===== src/rtl/pipe_wf_stage_if.sv =====
// Handshake bundle between PC-select and Fetch.
// The master drives the next PC and hazard controls, and the slave returns the fetch PC.
interface pipe_wf_stage_if #(
    parameter int WIDTH = 32
);
    logic [WIDTH-1:0] PC;
    logic             STALL;
    logic             FLUSH;
    logic [WIDTH-1:0] PC_F;
    logic             VALID_F;

    modport master (
        output PC,
        output STALL,
        output FLUSH,
        input  PC_F,
        input  VALID_F
    );

    modport slave (
        input  PC,
        input  STALL,
        input  FLUSH,
        output PC_F,
        output VALID_F
    );
endinterface


===== src/rtl/pipe_wf_stage.sv =====
// Pipeline register from next-PC selection into Fetch.
// It supports a stall that holds the current PC and a flush that inserts a bubble.
module pipe_wf_stage #(
    parameter int             WIDTH  = 32,
    parameter logic [WIDTH-1:0] RST_PC = '0
) (
    input logic            CLK,
    input logic            RST,
    pipe_wf_stage_if.slave wf
);
    logic [WIDTH-1:0] pc_d;
    logic [WIDTH-1:0] pc_q;
    logic             valid_d;
    logic             valid_q;

    // Flush outranks stall; a stalled cycle keeps the held value.
    always_comb begin
        pc_d    = pc_q;
        valid_d = valid_q;
        if (wf.FLUSH) begin
            pc_d    = RST_PC;
            valid_d = 1'b0;
        end else if (!wf.STALL) begin
            pc_d    = wf.PC;
            valid_d = 1'b1;
        end
    end

    always_ff @(posedge CLK) begin
        if (RST) begin
            pc_q    <= RST_PC;
            valid_q <= 1'b0;
        end else begin
            pc_q    <= pc_d;
            valid_q <= valid_d;
        end
    end

    assign wf.PC_F    = pc_q;
    assign wf.VALID_F = valid_q;
endmodule


===== src/flat_wrapper.sv =====
// flat-port wrapper written by rule: the top's interface ports become plain ports
module pipe_wf_stage_flat 
#(
    parameter int             WIDTH  = 32,
    parameter logic [WIDTH-1:0] RST_PC = '0
)
  (CLK, RST, wf_PC, wf_STALL, wf_FLUSH, wf_PC_F, wf_VALID_F);
  pipe_wf_stage_if #(.WIDTH(WIDTH)) wf_i ();
  input logic CLK;
  input logic RST;
  input wire logic [$bits(wf_i.PC)-1:0] wf_PC;
  input wire logic [$bits(wf_i.STALL)-1:0] wf_STALL;
  input wire logic [$bits(wf_i.FLUSH)-1:0] wf_FLUSH;
  output wire logic [$bits(wf_i.PC_F)-1:0] wf_PC_F;
  output wire logic [$bits(wf_i.VALID_F)-1:0] wf_VALID_F;
  assign wf_i.PC = wf_PC;
  assign wf_i.STALL = wf_STALL;
  assign wf_i.FLUSH = wf_FLUSH;
  assign wf_PC_F = wf_i.PC_F;
  assign wf_VALID_F = wf_i.VALID_F;
  pipe_wf_stage #(.WIDTH(WIDTH), .RST_PC(RST_PC)) u_core (.CLK(CLK), .RST(RST), .wf(wf_i));
endmodule

===== config.mk =====
export PLATFORM = sky130hd
export DESIGN_NAME = pipe_wf_stage_flat
export DESIGN_NICKNAME = d
export VERILOG_FILES = /design/src/rtl/pipe_wf_stage_if.sv /design/src/rtl/pipe_wf_stage.sv /design/src/flat_wrapper.sv
export SDC_FILE = /design/constraint.sdc
export NUM_CORES = 1
export LEC_CHECK = 0
export CORE_MARGIN = 2
export CORE_UTILIZATION = 37
export CTS_CLUSTER_SIZE = 20
export DETAILED_ROUTE_END_ITERATION = 10
export MAX_ROUTING_LAYER = met4
export PLACE_DENSITY = 0.83
export SYNTH_ARGS = -nofsm -noshare
export SYNTH_HDL_FRONTEND = slang
export SYNTH_SLANG_ARGS = --single-unit
export TNS_END_PERCENT = 5

===== constraint.sdc =====
create_clock -name CLK -period 1.3 [get_ports CLK]
set_clock_uncertainty 0.15 [all_clocks]
set_input_delay 0.26 -clock CLK [delete_from_list [all_inputs] [get_ports CLK]]
set_output_delay 0.26 -clock CLK [all_outputs]
set_load 0.005 [all_outputs]

# Yosys cells after proc, flatten, opt, wreduce, memory -nomap -nowiden
# Cells that the tools add are included.
# Widths: inputs -> output; s select.
dict set report classes {
  n_reduce_logical 1
}
# cell n
set ops {}
lappend ops {{$reduce_or 2->1} 1}
dict set report word_totals {
  ff_bits 33
  out_inout_bits 33
}

# Depth between registers and ports, before layout
# Gate-level depths: netlist of the first run.
dict set report logic_depth {
  word_depth 1
  mapped_depth 4
  mapped_depth_nobuf 2
}

# Worst setup path before layout of the first run
# Ideal clock, no wire load.
dict set report synth_timing {
  path_type {input to register}
  from {input wf_STALL}
  to {register u_core.pc_q[0] (netlist: u_core.wf.PC_F[0])}
  t_arrival_ns 0.774
  required_ns 1.036
  setup_slack_ns 0.261
  stages 4
  n_path_buf 2
  path_cell_list {buf_4 -> buf_6 -> mux2i_1 -> nor2_1}
}
# item line
set synth_rtl {}
lappend synth_rtl {{start, declared} flat_wrapper.sv:12} ;# input wire logic [$bits(wf_i.STALL)-1:0] wf_STALL;
lappend synth_rtl {{end signal, assigned} pipe_wf_stage.sv:34} ;# pc_q <= pc_d;
lappend synth_rtl {{end, declared} pipe_wf_stage.sv:12} ;# logic [WIDTH-1:0] pc_q;

# Final worst setup path of the first run
dict set report layout_timing {
  from {register u_core.valid_q (netlist: u_core.wf.VALID_F)}
  to {output wf_VALID_F}
}
# item line
set layout_rtl {}
lappend layout_rtl {{start, declared} pipe_wf_stage.sv:14} ;# logic valid_q;
lappend layout_rtl {{start signal, assigned} pipe_wf_stage.sv:35} ;# valid_q <= valid_d;
lappend layout_rtl {{end, declared} flat_wrapper.sv:15} ;# output wire logic [$bits(wf_i.VALID_F)-1:0] wf_VALID_F;
# No word-level cell between the ends.

==> impl_metrics.prom, run 1 <==
# TYPE chip_impl_metric gauge
chip_impl_info{name="status",value="finished clean"} 1
chip_impl_info{name="crit_type",value="reg -> out"} 1
chip_impl_metric{name="numPortBuffers",unit=""} 68
chip_impl_metric{name="drtPass1Iterations",unit=""} 3
chip_impl_metric{name="maximum_number_of_pins_on_one_net_before_global_route_repair",unit=""} 34
chip_impl_metric{name="synth_enable_flop_cells",unit=""} 0
chip_impl_metric{name="clkLatencyLatePin",unit="ps"} 320
chip_impl_metric{name="finalHoldViolCount",unit=""} 0
chip_impl_metric{name="internal-power",unit="mW"} 1.44
chip_impl_metric{name="synthesis.instances",unit=""} 108
chip_impl_metric{name="p_clk_share",unit="%"} 28.0
chip_impl_metric{name="numCtsBuffers",unit=""} 5
chip_impl_metric{name="global_route_total_overflow",unit=""} 0
chip_impl_metric{name="chipWidth",unit="um"} 61.3
chip_impl_metric{name="global_route_wire_length_before_repair",unit="mm"} 4.18
chip_impl_metric{name="numPlacedInstances",unit=""} 215
chip_impl_info{name="tritoncts",value="done"} 1
chip_impl_info{name="timing.critical_path.to_type",value="primary output"} 1
chip_impl_metric{name="max_clock_freq",unit="MHz"} 842
chip_impl_metric{name="max_cap_viols",unit=""} 0
chip_impl_metric{name="h-tree-depth",unit=""} 2
chip_impl_metric{name="synth_async_sr_flop_share",unit="%"} 0
chip_impl_metric{name="antenna_found_initial",unit=""} 0
chip_impl_metric{name="slew_viol_final",unit=""} 0
chip_impl_metric{name="detail-route-antenna-nets",unit=""} 0
chip_impl_metric{name="rows",unit=""} 20
chip_impl_metric{name="cts.path.max_buffers",unit=""} 2
chip_impl_metric{name="synth_seq_area_share",unit="%"} 54.3
chip_impl_metric{name="worst-path-stages",unit=""} 1
chip_impl_metric{name="number_of_antenna_cells_inserted",unit=""} 0
chip_impl_info{name="hold_path_class",value="in -> reg"} 1
chip_impl_metric{name="crit_required",unit="ps"} 890
chip_impl_info{name="crit_family",value="flip-flops"} 1
chip_impl_metric{name="clkTransAtPathRegs",unit="ps"} 90
chip_impl_metric{name="synthesis.area",unit="um2"} 1220
chip_impl_info{name="cpMaxStageDelayCell",value="sky130_fd_sc_hd__dfxtp_2"} 1
chip_impl_metric{name="power.net_switching",unit="mW"} 0.420
chip_impl_metric{name="final-instance-count-excl-fill",unit=""} 224
chip_impl_info{name="unrepaired_setup_endpoints_after_global_routing",value="no"} 1
chip_impl_metric{name="power.share.combinational",unit="%"} 14.7
chip_impl_metric{name="total_leakage_power",unit="nW"} 0.864
chip_impl_metric{name="synth_cell_types",unit=""} 10
chip_impl_metric{name="crit_buf_inv",unit=""} 1
chip_impl_info{name="crit_path_cell_trace",value="buf_2"} 1
chip_impl_metric{name="worst_ir_drop_vdd",unit="mV"} 0.612
chip_impl_metric{name="finalCriticalPeriod",unit="ps"} 1190
chip_impl_metric{name="setup_viol",unit=""} 0
chip_impl_metric{name="worst_pin_slew",unit="ps"} 178
chip_impl_metric{name="dpl-instance-area",unit="um2"} 1900
chip_impl_metric{name="ioPinCount",unit=""} 69
chip_impl_metric{name="cpPeakStageDelay",unit="ps"} 330
chip_impl_info{name="synth_flop_cell",value="sky130_fd_sc_hd__dfxtp_1"} 1
chip_impl_metric{name="final_core_utilization",unit="%"} 59.4
chip_impl_metric{name="post_detailed_route_via_to_cell_ratio",unit=""} 4.40
chip_impl_metric{name="syn_to_final_growth",unit="%"} 50.3
chip_impl_metric{name="sw_share",unit="%"} 22.6
chip_impl_metric{name="first_iter_violations",unit=""} 22
chip_impl_metric{name="synth.avg_cell_area",unit="um2"} 11.3
chip_impl_metric{name="r2r.worst_path.cells",unit=""} 3
chip_impl_info{name="synth.most_common_cell",value="sky130_fd_sc_hd__dfxtp_1"} 1
chip_impl_metric{name="post-route-period-util",unit="%"} 91.4
chip_impl_metric{name="floorplan.die.height",unit="um"} 61.3
chip_impl_metric{name="wl_per_cell",unit="um"} 12.1
chip_impl_metric{name="power",unit="mW"} 1.86
chip_impl_metric{name="postRouteWirelength",unit="mm"} 2.72
chip_impl_info{name="clock-root-buffer",value="sky130_fd_sc_hd__clkbuf_4"} 1
chip_impl_metric{name="fraction_of_layout_cells_with_a_size_suffix_above_1",unit="%"} 42.2
chip_impl_info{name="netlist_top_cells_area",value="sky130_fd_sc_hd__dfxtp_1 (54%), sky130_fd_sc_hd__mux2i_1 (26%), sky130_fd_sc_hd__nor2_1 (9.6%)"} 1
chip_impl_info{name="netlist_top_cells_count",value="sky130_fd_sc_hd__dfxtp_1 (33), sky130_fd_sc_hd__mux2i_1 (32), sky130_fd_sc_hd__nor2_1 (31)"} 1
chip_impl_metric{name="gp_congestion",unit=""} 0.620
chip_impl_metric{name="power.sequential.fraction",unit="%"} 57.3
chip_impl_metric{name="number_of_global_route_vias_before_repair",unit=""} 984
chip_impl_metric{name="design.die.area",unit="um2"} 3760
chip_impl_metric{name="synth_seq_cells",unit=""} 33
chip_impl_metric{name="fill_count",unit=""} 286
chip_impl_metric{name="synthesis.nets",unit=""} 144
chip_impl_metric{name="routed-via-count",unit=""} 985
chip_impl_metric{name="drt_drc_violations_left",unit=""} 0
chip_impl_metric{name="synth_warnings",unit=""} 0
chip_impl_info{name="synth_top_area_cell",value="sky130_fd_sc_hd__dfxtp_1"} 1
chip_impl_metric{name="timing.hold.worst_path_depth",unit=""} 3
chip_impl_metric{name="postLayoutCellArea",unit="um2"} 1830
chip_impl_metric{name="synth_top_area_share",unit="%"} 54.3
chip_impl_info{name="start_kind",value="flop"} 1
chip_impl_metric{name="power_per_cell_area",unit="nW/um2"} 1020
chip_impl_metric{name="initial_utilization",unit="%"} 39.5
chip_impl_metric{name="core",unit="um2"} 3080
chip_impl_metric{name="numClockSinks",unit=""} 33
chip_impl_metric{name="grt_util_all_layers",unit="%"} 16.4
chip_impl_metric{name="crit_arrival",unit="ps"} 780
chip_impl_metric{name="max_slew_margin",unit="%"} 87.8
chip_impl_metric{name="critical_path.max_fanout",unit=""} 2
chip_impl_metric{name="final_nets",unit=""} 215
==> cell usage in the layout (no fill, tap or decap), types with 2 or more instances in the layout <==
master	instances
sky130_fd_sc_hd__buf_12	2
sky130_fd_sc_hd__buf_2	3
sky130_fd_sc_hd__buf_4	2
sky130_fd_sc_hd__clkbuf_1	3
sky130_fd_sc_hd__clkbuf_2	31
sky130_fd_sc_hd__clkbuf_4	5
sky130_fd_sc_hd__clkdlybuf4s50_1	34
sky130_fd_sc_hd__dfxtp_2	32
sky130_fd_sc_hd__mux2i_1	32
sky130_fd_sc_hd__nor2_1	31
==> stage by stage <==
stage          hold slack [ps]  setup slack [ps]  setup TNS [ps]
3_3_place_gp               286              -104           -3020
4_1_cts                    229             -35.3            -176
2_1_floorplan              254               261               0
5_1_grt                    231              54.1               0
3_5_place_dp               294              -140           -3620
6_report                   240               112               0
==> path summary, 6_finish.rpt <==
check / from / to / slack (ps)
worst min-delay path: wf_STALL / u_core.wf.VALID_F / 240
worst min register to register: u_core.wf.VALID_F / u_core.wf.VALID_F / 300
worst max-delay path: u_core.wf.VALID_F / wf_VALID_F / 110
worst max register to register: u_core.wf.PC_F[26] / u_core.wf.PC_F[26] / 440
==> worst min-delay path, stage by stage <==
cell and delay [ps]:
sky130_fd_sc_hd__buf_2 110, sky130_fd_sc_hd__buf_12 220, sky130_fd_sc_hd__a21oi_1 90
==> power by group through the flow <==
stage,clock [mW],sequential (mW),combinational (mW)
after global placement,0,1.08,0.299
after detailed placement,0,1.08,0.307
final,0.521,1.07,0.274
after global routing,0.601,1.07,0.296
after CTS,0.547,1.07,0.292
after floorplan,0,1.09,0.130
==> what timing repair did <==
item	in CTS	in global routing
hold buffers	0	0
resized for setup	89	44
endpoints found under the setup margin	33	33
setup buffers	0	1
==> logic make-up after synthesis <==
logic type | synth area share (%)
DFF | 54.3
and+or+nand+nor | 10.6
muxes | 26.3
buffers and inverters | 8.33
AOI/OAI and AO/OA | 0.411
==> metal layers <==
layer | global-route usage, % | part of all wire (%)
met4 | 9.12 | 1.6
met3 | 6.09 | 8.6
met1 | 17.1 | 41
met5 | - | 0
met2 | 26.7 | 48
==> layout make-up <==
| cell class | count | area, um2 | area share (%) |
|---|---|---|---|
| Tap cell | 44 | 55.1 | 3.01 |
| Multi-Input combinational cell | 66 | 454 | 24.8 |
| Sequential cell | 33 | 701 | 38.3 |
| Inverter | 1 | 3.75 | 0.205 |
| Timing Repair Buffer | 72 | 566 | 30.9 |
| Clock buffer | 8 | 48.8 | 2.67 |
==> flip-flops by register name, summed over array words and instances (netlist names) <==
register,cells
u_core.wf.VALID_F,1
u_core.wf.PC_F,32
Power figures use the tool's default switching activity.
==> run 2, diff against run 1 <==
--- a/config.mk
+++ b/config.mk
@@ -5,6 +5,7 @@
 export SDC_FILE = /design/constraint.sdc
 export NUM_CORES = 1
 export LEC_CHECK = 0
+export CAP_MARGIN = 20
 export CORE_MARGIN = 2
 export CORE_UTILIZATION = 37
 export CTS_CLUSTER_SIZE = 20
==> results of run 2 <==
The final DEF is identical to that of run 1; final timing and power are the same.
